File: config.mk
export PLATFORM = sky130hd
export DESIGN_NAME = sysmgr_delay_cal
export DESIGN_NICKNAME = d
export VERILOG_FILES = /design/src/rtl/sysmgr_delay_cal.sv
export SDC_FILE = /design/constraint.sdc
export NUM_CORES = 1
export LEC_CHECK = 0
export ABC_CLOCK_PERIOD_IN_PS = 3200
export CELL_PAD_IN_SITES_DETAIL_PLACEMENT = 1
export CELL_PAD_IN_SITES_GLOBAL_PLACEMENT = 2
export CORE_AREA = 10 10 116 118
export DETAILED_ROUTE_END_ITERATION = 12
export DIE_AREA = 0 0 126 128
export PLACE_DENSITY = 0.86
export SLEW_MARGIN = 20
export SYNTH_ARGS = -nofsm -noshare
export SYNTH_HDL_FRONTEND = slang
export SYNTH_SLANG_ARGS = --single-unit
File: constraint.sdc
create_clock -name clk -period 3.2 [get_ports clk]
set_input_delay 0.48 -clock clk [delete_from_list [all_inputs] [get_ports clk]]
set_output_delay 0.48 -clock clk [all_outputs]
set_load 0.02 [all_outputs]
File: src/rtl/sysmgr_delay_cal.sv
// sysmgr_delay_cal: sweeps the 16 read-clock phase steps of the memory PLL,
// collects a pass/fail verdict per step, then drives the centre of the
// longest contiguous passing window (lowest index wins a tie, no wrap-around).
//
// Test handshake: test_req rises on entry to TEST and stays high until a cycle
// in which test_ack=1 is sampled (test_ok is read in that same cycle). It then
// drops on the following edge. If no ack arrives within TIMEOUT_CYCLES, the
// step is recorded as failing and test_req drops. test_ack outside TEST is ignored.
module sysmgr_delay_cal #(
  parameter logic [3:0] DEFAULT_DELAY  = 4'd8,
  parameter int         SETTLE_CYCLES  = 256,
  parameter int         TIMEOUT_CYCLES = 4096
) (
  input  logic        clk,
  input  logic        rst_n,
  input  logic        cal_start,
  output logic        cal_busy,
  output logic        cal_done,
  output logic        cal_fail,
  output logic [3:0]  delay,
  output logic        test_req,
  input  logic        test_ack,
  input  logic        test_ok,
  output logic [15:0] pass_map,
  output logic [4:0]  win_len
);

  localparam int MAX_CNT = (SETTLE_CYCLES > TIMEOUT_CYCLES) ? SETTLE_CYCLES : TIMEOUT_CYCLES;
  localparam int CNT_W   = $clog2(MAX_CNT + 1);
  localparam logic [CNT_W-1:0] SETTLE_LAST  = CNT_W'(SETTLE_CYCLES - 1);
  localparam logic [CNT_W-1:0] TIMEOUT_LAST = CNT_W'(TIMEOUT_CYCLES - 1);

  typedef enum logic [2:0] {
    S_IDLE, S_SETTLE, S_TEST, S_NEXT, S_EVAL, S_APPLY, S_DONE
  } state_t;

  state_t            state_q, state_d;
  logic [CNT_W-1:0]  cnt_q, cnt_d;
  logic [3:0]        step_q, step_d;
  logic [3:0]        delay_q, delay_d;
  logic [15:0]       pass_map_q, pass_map_d;
  logic [4:0]        win_len_q, win_len_d;
  logic              busy_q, busy_d;
  logic              done_q, done_d;
  logic              fail_q, fail_d;
  logic              req_q, req_d;
  logic [3:0]        run_start_q, run_start_d;
  logic [4:0]        run_len_q, run_len_d;
  logic [3:0]        best_start_q, best_start_d;
  logic [4:0]        best_len_q, best_len_d;

  // Scratch values for the window scan and the centre computation
  logic [4:0]        run_len_inc;
  logic [3:0]        run_start_cur;
  logic [4:0]        half_len;

  // State and datapath registers, all returning to their idle values on reset
  always_ff @(posedge clk or negedge rst_n) begin
    if (!rst_n) begin
      state_q      <= S_IDLE;
      cnt_q        <= '0;
      step_q       <= '0;
      delay_q      <= DEFAULT_DELAY;
      pass_map_q   <= '0;
      win_len_q    <= '0;
      busy_q       <= 1'b0;
      done_q       <= 1'b0;
      fail_q       <= 1'b0;
      req_q        <= 1'b0;
      run_start_q  <= '0;
      run_len_q    <= '0;
      best_start_q <= '0;
      best_len_q   <= '0;
    end else begin
      state_q      <= state_d;
      cnt_q        <= cnt_d;
      step_q       <= step_d;
      delay_q      <= delay_d;
      pass_map_q   <= pass_map_d;
      win_len_q    <= win_len_d;
      busy_q       <= busy_d;
      done_q       <= done_d;
      fail_q       <= fail_d;
      req_q        <= req_d;
      run_start_q  <= run_start_d;
      run_len_q    <= run_len_d;
      best_start_q <= best_start_d;
      best_len_q   <= best_len_d;
    end
  end

  // Next-state and datapath updates for the sweep / evaluate / apply sequence
  always_comb begin
    state_d       = state_q;
    cnt_d         = cnt_q;
    step_d        = step_q;
    delay_d       = delay_q;
    pass_map_d    = pass_map_q;
    win_len_d     = win_len_q;
    busy_d        = busy_q;
    done_d        = 1'b0;
    fail_d        = fail_q;
    req_d         = req_q;
    run_start_d   = run_start_q;
    run_len_d     = run_len_q;
    best_start_d  = best_start_q;
    best_len_d    = best_len_q;
    run_len_inc   = run_len_q + 5'd1;
    run_start_cur = (run_len_q == 5'd0) ? step_q : run_start_q;
    half_len      = (best_len_q - 5'd1) >> 1;

    unique case (state_q)
      S_IDLE: begin
        if (cal_start) begin
          step_d     = '0;
          delay_d    = '0;
          pass_map_d = '0;
          fail_d     = 1'b0;
          busy_d     = 1'b1;
          cnt_d      = '0;
          state_d    = S_SETTLE;
        end
      end
      S_SETTLE: begin
        if (cnt_q == SETTLE_LAST) begin
          cnt_d   = '0;
          req_d   = 1'b1;
          state_d = S_TEST;
        end else begin
          cnt_d = cnt_q + 1'b1;
        end
      end
      S_TEST: begin
        // An ack in the timeout cycle still records its verdict
        if (test_ack) begin
          pass_map_d[step_q] = test_ok;
          req_d              = 1'b0;
          state_d            = S_NEXT;
        end else if (cnt_q == TIMEOUT_LAST) begin
          pass_map_d[step_q] = 1'b0;
          req_d              = 1'b0;
          state_d            = S_NEXT;
        end else begin
          cnt_d = cnt_q + 1'b1;
        end
      end
      S_NEXT: begin
        if (step_q == 4'd15) begin
          step_d       = '0;
          run_start_d  = '0;
          run_len_d    = '0;
          best_start_d = '0;
          best_len_d   = '0;
          state_d      = S_EVAL;
        end else begin
          step_d  = step_q + 4'd1;
          delay_d = step_q + 4'd1;
          cnt_d   = '0;
          state_d = S_SETTLE;
        end
      end
      S_EVAL: begin
        // step_q doubles as the scan index here; one pass_map bit per cycle
        if (pass_map_q[step_q]) begin
          run_len_d   = run_len_inc;
          run_start_d = run_start_cur;
          if (run_len_inc > best_len_q) begin
            best_len_d   = run_len_inc;
            best_start_d = run_start_cur;
          end
        end else begin
          run_len_d = '0;
        end
        if (step_q == 4'd15) begin
          state_d = S_APPLY;
        end else begin
          step_d = step_q + 4'd1;
        end
      end
      S_APPLY: begin
        if (best_len_q == 5'd0) begin
          delay_d = DEFAULT_DELAY;
          fail_d  = 1'b1;
        end else begin
          delay_d = best_start_q + half_len[3:0];
        end
        win_len_d = best_len_q;
        done_d    = 1'b1;
        busy_d    = 1'b0;
        state_d   = S_DONE;
      end
      S_DONE: begin
        state_d = S_IDLE;
      end
      default: begin
        state_d = S_IDLE;
      end
    endcase
  end

  assign cal_busy = busy_q;
  assign cal_done = done_q;
  assign cal_fail = fail_q;
  assign delay    = delay_q;
  assign test_req = req_q;
  assign pass_map = pass_map_q;
  assign win_len  = win_len_q;

endmodule

# Word-level counts from Yosys, hierarchy flattened
# Index checks and enable logic that the tools add are counted.
# totals
regBits,67
# op_classes
n_reduce_logical,22
add_sub_neg,5
order_cmp,3
mux,51
bitwise_logic,2
n_eq_ne,20
# op_table
cell,n
$mux W13,5
$pmux W13 S4,1
$mux W16,3
$mux W4,9
$pmux W16 S2,1
$pmux W4 S3,2
$ne A2 B2 Y1 const B,11
$mux W5,4
$pmux W5 S2,2
$mux W3,6
$pmux W3 S6,1
$reduce_and A3 Y1,6
$and A16 B16 Y16,1
$bwmux W16,1
$not A16 Y16,1
$pmux W4 S2,2
$add A13 B1 Y13 const B,1
$eq A13 B12 Y1 const B,1
$eq A13 B8 Y1 const B,1
$logic_not A5 Y1,2
$mux W1,9
$reduce_and A4 Y1,2
$reduce_bool A2 Y1,4
$eq A3 B2 Y1 const B,2
other kinds (20),25

# Logic depth before layout (Yosys ltp)
# logic_depth
word_depth,9
mapped_depth,10
ltp_nobuf,10

# Least setup slack after synthesis
# Ideal clock, no wire load.
# synth_timing
kind,reg2reg
start,register run_len_q[0]
end,register best_len_q[2]
arrival_time_ps,2187
path_stages_with_launch,11
synth_period_minus_slack_ps,2309
setup_ps,122
setup_slack_ps,891
required_time_ps,3078
n_path_buf,0
path_cell_list,dfrtp_1 -> ha_1 -> nand3_1 -> xor2_1 -> inv_1 -> ha_1 -> nand3_1 -> o21bai_1 -> a31oi_1 -> o22ai_2 -> a32o_1
# synth_between
elab_chain_cells,4
word_cells_on_any_way,7
# synth_lines
element,line,text
"start, declared",48,"logic [4:0] run_len_q, run_len_d;"
"start signal, assigned",86,run_len_q <= run_len_d;
$add A5 B1 Y5 (*),108,run_len_inc = run_len_q + 5'd1;
$gt A5 B5 Y1 or $mux W5 (tied branches),167,if (run_len_inc > best_len_q) begin
$ne A2 B2 Y1 (no source line) or $mux W5 (tied branches),-,
$reduce_and A4 Y1 (no source line) or $pmux W5 S2 (tied branches),-,
"end signal, assigned",88,best_len_q <= best_len_d;
"end, declared",50,"logic [4:0] best_len_q, best_len_d;"
# Every way passes the cells marked *; elsewhere a longest branch is shown, timed or not. The select of a mux whose other input is x is not followed.
# A chain may end at the register's enable or synchronous reset.

# Final worst setup path
# Ends and elaborated chain as after synthesis.

==> reports/results.ini <==
[worst_setup_path]
cp.required_ns = 3.42
worst_ep_arrival_time_ns = 2.84
critPathKind = register to register
cp_cell_sequence = ha_1 -> nand3_1 -> xor2_1 -> inv_1 -> ha_1 -> nand3_1 -> o21bai_1 -> a31oi_1 -> o22ai_2 -> a32o_1
critPathSlowestCell = dfrtp_1
r2r_end = best_len_q[2]
startpoint = run_len_q[0]
r2r_cells = 10
endpoint = best_len_q[2]
worstPathMaxFanout = 9
cp-start-kind = register
regToRegSetupSlack_ns = 0.58
reg2reg_from = run_len_q[0]
slowest_delay_ns = 0.45
end_kind = register

[finish]
antenna-diode-count = 0
regArea_um2 = 1680
drive_above_1_share = 0.0751
multi_input_area_um2 = 2090
final_cells = 609
fin_area_um2 = 4720
fill_cells = 1291
area_growth_pct = 19.7
fin_util = 0.421
nets = 484

[floorplanning]
core_area_um2 = 11200
io_pins = 34
num_rows = 39
die_h_um = 128
die_x_um = 126
initial_utilization = 0.352
die_area_um2 = 16100

[synth]
synthFlopType = dfrtp_1
ys_warn_count = 0
synth_cells = 433
ys_seq_area_frac = 0.425
syn-num-nets = 455
synth_cell_types = 67
synth_edf_count = 0
syn_area_um2 = 3950
synth_area_per_cell_um2 = 9.11
ys_seq_elements = 67
async_flop_share = 1.00

[timing]
rsz0062_at_grt = false
post-route-min-period_ns = 2.62
max-slew-margin-rel = 0.351
finalSetupViolCount = 0
fin_ws_ns = 0.580
slew_viol_final = 0
worst_slew_pin_slew_ns = 0.966
hold_viol = 0
max_freq_mhz = 382
holdWs_ns = 0.133
fin_tns_setup_ns = 0
fin_worst_skew_ns = 0.00420
min_period_over_period = 0.819

[detailed_routing]
num_vias = 3470
wl_um = 11500
antenna_left = 0
viasPerCell = 5.70
initialDrtViolationCount = 225
dr.pass1.iters = 4
drc_errors = 0
wire_per_inst_um = 18.8

[place]
place_hpwl_um = 8130
dp_slack_ns = 0.603
dp.cells = 594
io_buffers = 33
dpl_cell_area_um2 = 4410
gp_congestion = 0.807

[cts]
holdBufCountCts = 0
clock-root-buffer = clkbuf_16
cts_setup_buffers = 0
ctsResizeCount = 0
cts_buffer_depth = 2
numClockSinks = 67
numCtsBuffers = 9
clkSlewWorstSetupHoldPaths_ns = 0.05
cts_max_level = 3
cts_tree = built
clock_latency_ns = 0.34

[power]
power_density_nw_per_um2 = 409
vdd_drop_max_v = 0.000221
p_leak_nw = 2.13
power_mw = 1.93

[global_routing]
grt_pass1_vias = 3631
grt_antenna_before_repair = 0
track_usage = 0.144
overflow = 0
grt_max_degree = 46
grt_pass1_wl_um = 19200

[status]
run_status = complete, no violations

[job]
maxCapViolations = 0

[min_path]
hp-class = input port to asynchronous set/reset pin

[synth_stat cells (all sizes together) (6+ instances only)]
cell type	n	area (um2)
o31ai	10	75.1
o21ai	53	265
nand3	18	90.1
buf	8	51.3
a21oi	23	115
clkbuf	15	56.3
nand2	45	169
nor2b	6	37.5
ha	16	200
a31oi	15	93.8
nand2b	6	37.5
mux2i	8	80.1
nor2	28	105
o2bb2ai	9	78.8
inv	20	75.1
dfrtp	66	1650
[sequential cells by signal, indices dropped and copies added, names as in the netlist]
name / flops
delay: 4
cal_fail: 1
pass_map: 16
step_q: 4
test_req: 1
best_len_q: 5
cal_busy: 1
cal_done: 1
run_start_q: 4
state_q: 3
cnt_q: 13
best_start_q: 4
run_len_q: 5
win_len: 5
[worst max-delay path: cells and delay by family (launching register included)]
kind | cells | cell delay (ns)
compound gates | 4 | 0.94
xor+xnor | 1 | 0.23
fa+ha+maj | 2 | 0.60
buf+inv | 1 | 0.07
flops | 1 | 0.45
simple gates | 2 | 0.21
[cell usage in the layout, fill, tap and decap left out, drive strengths merged, types with 5 or more instances in the layout]
| cell type | netlist | final |
|---|---|---|
| ha | 16 | 16 |
| nor2 | 28 | 28 |
| nor2b | 6 | 6 |
| clkdlybuf4s50 | 0 | 32 |
| nand2 | 45 | 45 |
| o2bb2ai | 9 | 9 |
| clkbuf | 15 | 14 |
| mux2i | 8 | 8 |
| nand4 | 5 | 5 |
| a21oi | 23 | 23 |
| o31ai | 10 | 10 |
| buf | 8 | 9 |
| nand2b | 6 | 6 |
| xor2 | 5 | 5 |
| nor3 | 5 | 5 |
| nand3 | 18 | 18 |
| o21ai | 53 | 53 |
| inv | 20 | 20 |
| dfrtp | 66 | 66 |
| a31oi | 15 | 15 |
[where the power goes]
part	switching, mW	leakage, nW	internal [mW]
Sequential	0.00103	0.885	0.848
Combinational	0.0236	1.09	0.00851
Clock	0.364	0.155	0.684
[cell families after synthesis]
| logic type | Yosys count | share of synthesized area |
|---|---|---|
| adder cells (fa/ha/maj) | 17 | 0.0558 |
| buffers and inverters | 44 | 0.0472 |
| multiplexers | 12 | 0.0374 |
| flip-flops | 67 | 0.425 |
| AND/OR/NAND/NOR | 136 | 0.171 |
| XOR/XNOR | 9 | 0.0200 |
| AO/OA/AOI/OAI | 148 | 0.244 |
[area by class of cell]
class / instances / area share
multi-input combinational: 322 / 0.442
clock buffer: 14 / 0.0601
tap: 143 / 0.0379
timing repair buffer: 41 / 0.0816
sequential: 67 / 0.355
inverter: 21 / 0.0167
clock inverter: 1 / 0.00636
[how the worst min path moves through the flow]
stage               start       endpoint  cells after the start
2_1_floorplan       rst_n  best_len_q[0]                      0
3_3_place_gp   win_len[1]     win_len[1]                      2
3_5_place_dp   win_len[1]     win_len[1]                      2
4_1_cts             rst_n       cnt_q[4]                      2
5_1_grt             rst_n       cnt_q[4]                      2
6_report            rst_n       cnt_q[4]                      2
[per-layer routing]
| layer | up-vias | track usage | wire length (um) |
|---|---|---|---|
| li1 | 1645 | - | - |
| met2 | 42 | 0.236 | 5700 |
| met1 | 1772 | 0.182 | 5240 |
| met4 | 0 | 0.0549 | 194 |
| met5 | - | 0 | 0 |
| met3 | 11 | 0.0269 | 350 |
Note: power is estimated with default switching activity, not from simulation.
